`config.mk`:
```
export PLATFORM = sky130hd
export DESIGN_NAME = ahb_arbiter_param
export DESIGN_NICKNAME = d
export VERILOG_FILES = /design/src/rtl/ahb_arbiter_param.sv
export SDC_FILE = /design/constraint.sdc
export NUM_CORES = 1
export LEC_CHECK = 0
export ABC_CLOCK_PERIOD_IN_PS = 2600
export CAP_MARGIN = 20
export CELL_PAD_IN_SITES_DETAIL_PLACEMENT = 1
export CELL_PAD_IN_SITES_GLOBAL_PLACEMENT = 1
export CORE_MARGIN = 5
export CORE_UTILIZATION = 45
export DETAILED_ROUTE_END_ITERATION = 8
export DONT_BUFFER_PORTS = 1
export MAX_ROUTING_LAYER = met4
export PLACE_DENSITY = 0.73
export SLEW_MARGIN = 20
export SYNTH_ARGS = -nofsm -noshare
export SYNTH_HDL_FRONTEND = slang
export SYNTH_SLANG_ARGS = --single-unit
```
`constraint.sdc`:
```
create_clock -name HCLK -period 2.6 [get_ports HCLK]
set_input_delay 0.13 -clock HCLK [delete_from_list [all_inputs] [get_ports HCLK]]
set_output_delay 0.13 -clock HCLK [all_outputs]
set_load 0.02 [all_outputs]
```
`src/rtl/ahb_arbiter_param.sv`:
```
// ahb_arbiter_param: parametrised AHB arbiter with round-robin or fixed priority, locked transfers,
// fixed-burst beat tracking and an INCR fairness cut-off.
module ahb_arbiter_param #(
  parameter int NUM_MASTERS    = 4,
  parameter int PRIORITY_MODE  = 0,
  parameter int DEFAULT_MASTER = 0,
  parameter int MAX_INCR_BEATS = 16,
  localparam int MW = $clog2(NUM_MASTERS)
) (
  input  logic                   HCLK,
  input  logic                   HRESETn,
  input  logic [NUM_MASTERS-1:0] HREQ,
  input  logic [NUM_MASTERS-1:0] HLOCK,
  input  logic                   HREADY,
  input  logic [1:0]             HTRANS,
  input  logic [2:0]             HBURST,
  output logic [NUM_MASTERS-1:0] HGRANT,
  output logic [MW-1:0]          HMASTER,
  output logic                   HMASTLOCK
);
  localparam int CW = $clog2(MAX_INCR_BEATS + 1);
  localparam logic [CW-1:0] CNT_MAX = CW'(MAX_INCR_BEATS);
  localparam logic [CW-1:0] CNT_CUT = CW'(MAX_INCR_BEATS - 1);
  localparam logic [NUM_MASTERS-1:0] GRANT_RST = NUM_MASTERS'(1) << DEFAULT_MASTER;
  localparam logic [1:0] T_IDLE = 2'b00, T_NONSEQ = 2'b10, T_SEQ = 2'b11;
  logic [NUM_MASTERS-1:0] grant_q, grant_d;
  logic [MW-1:0] master_q, master_d, rr_q, rr_d, owner, winner;
  logic lock_q, lock_d;
  logic [3:0] bl_q, bl_d, len_m1;
  logic [CW-1:0] cnt_q, cnt_d, cnt_prev;
  logic is_ns, is_seq, locked, final_beat, cut, handover;
  always_comb begin
    owner = '0;
    for (int i = 0; i < NUM_MASTERS; i++) owner = grant_q[i] ? MW'(i) : owner;
    winner = MW'(DEFAULT_MASTER);
    if (PRIORITY_MODE == 1)
      for (int i = NUM_MASTERS - 1; i >= 0; i--) winner = HREQ[i] ? MW'(i) : winner;
    else
      for (int k = NUM_MASTERS; k >= 1; k--)
        winner = HREQ[(int'(rr_q) + k) % NUM_MASTERS] ? MW'((int'(rr_q) + k) % NUM_MASTERS) : winner;
    is_ns = HTRANS == T_NONSEQ;
    is_seq = HTRANS == T_SEQ;
    len_m1 = HBURST[2:1] == 2'b00 ? 4'd0 : HBURST[2:1] == 2'b01 ? 4'd3 : HBURST[2:1] == 2'b10 ? 4'd7 : 4'd15;
    locked = HLOCK[owner] & HREQ[owner];
    final_beat = (is_ns && HBURST == 3'b000) || (is_seq && bl_q == 4'd1);
    // a NONSEQ starts a fresh INCR count, so the stale counter must not trigger the cut-off
    cnt_prev = is_ns ? '0 : cnt_q;
    cut = (is_ns || is_seq) && HBURST == 3'b001 && cnt_prev >= CNT_CUT && |(HREQ & ~grant_q);
    handover = HREADY && !locked && (HTRANS == T_IDLE || final_beat || cut);
    grant_d = handover ? NUM_MASTERS'(1) << winner : grant_q;
    rr_d = handover ? winner : rr_q;
    master_d = HREADY ? owner : master_q;
    lock_d = HREADY ? HLOCK[owner] : lock_q;
    bl_d = !HREADY ? bl_q : is_ns ? len_m1 : is_seq ? (bl_q == 4'd0 ? 4'd0 : bl_q - 4'd1) : bl_q;
    cnt_d = !HREADY ? cnt_q : is_ns ? CW'(1) : (is_seq && cnt_q < CNT_MAX) ? cnt_q + CW'(1) : cnt_q;
  end
  always_ff @(posedge HCLK or negedge HRESETn) begin
    if (!HRESETn) begin
      grant_q <= GRANT_RST;
      master_q <= MW'(DEFAULT_MASTER);
      rr_q <= MW'(DEFAULT_MASTER);
      lock_q <= 1'b0;
      bl_q <= '0;
      cnt_q <= '0;
    end else begin
      grant_q <= grant_d;
      master_q <= master_d;
      rr_q <= rr_d;
      lock_q <= lock_d;
      bl_q <= bl_d;
      cnt_q <= cnt_d;
    end
  end
  assign HGRANT = grant_q;
  assign HMASTER = master_q;
  assign HMASTLOCK = lock_q;
endmodule

```
==> results.sh <==
export IMPL_wl_um=2500
export IMPL_synth_async_reset_ratio=1.00
export IMPL_core_area_um2=2410
export IMPL_critPathKind="reg -> reg"
export IMPL_final_fill_count=290
export IMPL_fp_dieW_um=59.4
export IMPL_tightest_slew_ns=0.817
export IMPL_hp_class="in -> reg"
export IMPL_max_cap_violations=0
export IMPL_grt_max_degree=19
export IMPL_ios=23
export IMPL_yosysWarnings=0
export IMPL_via_count=900
export IMPL_dieArea_um2=3530
export IMPL_num_antenna_cells=0
export IMPL_clock_skew_ns=0.00204
export IMPL_grt_pass1_vias=958
export IMPL_drtAntennaViolNets=0
export IMPL_clk_pin_slew_worst_paths_ns=0.10
export IMPL_wire_per_inst_um=16.4
export IMPL_synth_main_ff_cell="dfrtp_1"
export IMPL_p_per_area_nw_per_um2=853
export IMPL_firstDrtPassIters=4
export IMPL_clock_sinks=18
export IMPL_drive_gt1_frac=0.131
export IMPL_r2r_slack_ns=0.78
export IMPL_overflow=0
export IMPL_cp_required_ns=2.79
export IMPL_slew_headroom=0.453
export IMPL_ys_types=38
export IMPL_grt_setup_unrepaired="no"
export IMPL_place_ws_ns=0.792
export IMPL_clockRootBuffer="clkbuf_4"
export IMPL_cts_resized=0
export IMPL_netlist_area_um2=1100
export IMPL_seq_area_frac_synth=0.411
export IMPL_fmax_ghz=0.549
export IMPL_setup_violations=0
export IMPL_cts_setup_buffers=0
export IMPL_final_util=0.492
export IMPL_syn_nets=135
export IMPL_endpoint_kind="flip-flop"
export IMPL_finalSetupTns_ns=0
export IMPL_fin_crit_ns=1.82
export IMPL_yosys_area_top_type="dfrtp_1"
export IMPL_crit_arrival_ns=2.01
export IMPL_status="finished, final reports clean"
export IMPL_die_y_um=59.4
export IMPL_setup_ws_ns=0.779
export IMPL_leakage_nw=0.498
export IMPL_grt_util_all_layers=0.168
export IMPL_tritoncts="done"
export IMPL_slew_violations=0
export IMPL_vias_per_cell=5.92
export IMPL_final_hold_violation_count=0
export IMPL_synth_enable_flop_cells=0
export IMPL_rows=18
export IMPL_synth_seq_cells=18
export IMPL_cts_made_buffers=3
export IMPL_cp_max_fo=9
export IMPL_drt_iter0_drc=22
export IMPL_drc_errors=0
export IMPL_place_hpwl_um=1870
export IMPL_vdd_drop_max_mv=0.392
export IMPL_start_kind="flip-flop"
export IMPL_synthTopCellsByArea="dfrtp_1, mux2i_1, a21oi_1, mux2_4, nor2_1"
export IMPL_io_buffer_count=0
export IMPL_ctsHoldBuffers=4
export IMPL_area_growth_pct=7.85
export IMPL_htreeDepth=1
export IMPL_finish_net_count=140
export IMPL_gp_congestion=0.811
export IMPL_period_share=0.700
export IMPL_antenna_found_initial=0
export IMPL_synth_top_area_share=0.387
export IMPL_syn_area_per_cell_um2=9.32
export IMPL_grt_pass1_wl_um=4380
export IMPL_insertion_delay_ns=0.30
export IMPL_start_util=0.456
export IMPL_postSynthCellCount=118
export IMPL_cts_buffer_depth=2
==> Yosys cell counts (2+ instances only) <==
cell,instances
nand3_1,3
a21oi_1,10
mux2i_1,7
o31ai_1,2
nor3_1,2
o21ai_0,8
buf_2,2
dfrtp_1,17
clkbuf_1,2
o22a_1,3
mux2_4,3
inv_1,6
nor2b_1,3
nand2_1,9
nand2b_1,3
a221oi_2,2
o31a_1,2
nor2_1,11
nand4_1,3
inv_2,2
==> cells in the final DEF, fill, tap and decap left out, types with 2 or more instances in the layout <==
| cell type | count |
|---|---|
| inv_1 | 6 |
| o21ai_0 | 8 |
| a221oi_2 | 2 |
| dfrtp_1 | 17 |
| mux2i_1 | 7 |
| mux2_4 | 3 |
| nand2b_1 | 3 |
| a21oi_1 | 10 |
| o31ai_1 | 2 |
| nor3_1 | 2 |
| nor2_1 | 11 |
| inv_2 | 2 |
| nand2_1 | 9 |
| nand4_1 | 3 |
| o22a_1 | 3 |
| dlygate4sd3_1 | 4 |
| o31a_1 | 2 |
| clkbuf_4 | 3 |
| nor2b_1 | 3 |
| nand3_1 | 3 |
==> sequential cells by signal, indices dropped and copies added, names as in the netlist <==
register   cells
cnt_q          5
HGRANT         4
bl_q           4
HMASTER        2
rr_q           2
HMASTLOCK      1
==> worst max-delay path, stage by stage (launching register included) <==
cell and delay [ns]:
dfrtp_1 0.63, inv_2 0.07, a22oi_1 0.24, a221oi_2 0.12, o211ai_4 0.32, mux2_4 0.33
==> per-layer routing <==
layer	wire, µm	GRT usage
met1	1120	0.200
met2	1170	0.273
met3	164	0.0392
met4	42	0.0680
met5	0	-
==> report_power, final <==
part	total, mW	switching [mW]	internal, mW
clock network	0.148	0.0878	0.0598
logic	0.316	0.150	0.166
registers	0.548	0.177	0.370
==> path summary, 6_finish.rpt <==
kind | from | to | cells past startpoint
max in group asynchronous | HRESETn | cnt_q[4] | 1
hold reg to reg | cnt_q[3] | cnt_q[3] | 1
setup reg to reg | HGRANT[3] | HGRANT[1] | 5
setup / recovery | HGRANT[3] | HGRANT[1] | 5
min in group asynchronous | HRESETn | bl_q[2] | 1
hold / removal | HTRANS[1] | cnt_q[3] | 2
==> stage by stage <==
step | cell area, µm² | hold slack (ns) | instances | power, mW
after floorplan | 1100 | -0.166 | 118 | 0.793
after global placement | 1120 | -0.165 | 144 | 0.847
after detailed placement | 1120 | -0.165 | 144 | 0.863
after CTS | 1190 | 0.0160 | 152 | 1.03
after global routing | 1190 | 0.0139 | 152 | 1.09
final | 1190 | 0.0186 | 152 | 1.01
==> cell families after synthesis <==
logic type	Yosys count	share of synthesized area
mux	11	0.115
simple gates	37	0.163
fa+ha+maj	1	0.0114
compound gates	38	0.253
flops	18	0.411
buf+inv	13	0.0478
==> layout make-up <==
class                           count  area, µm²  area share
Sequential cell                    18        452       0.381
Inverter                            9       35.0      0.0295
Timing Repair Buffer                4       40.0      0.0338
Tap cell                           30       37.5      0.0316
Multi-Input combinational cell     87        596       0.502
Clock buffer                        4       26.3      0.0222
(Power assumes the default switching activity.)
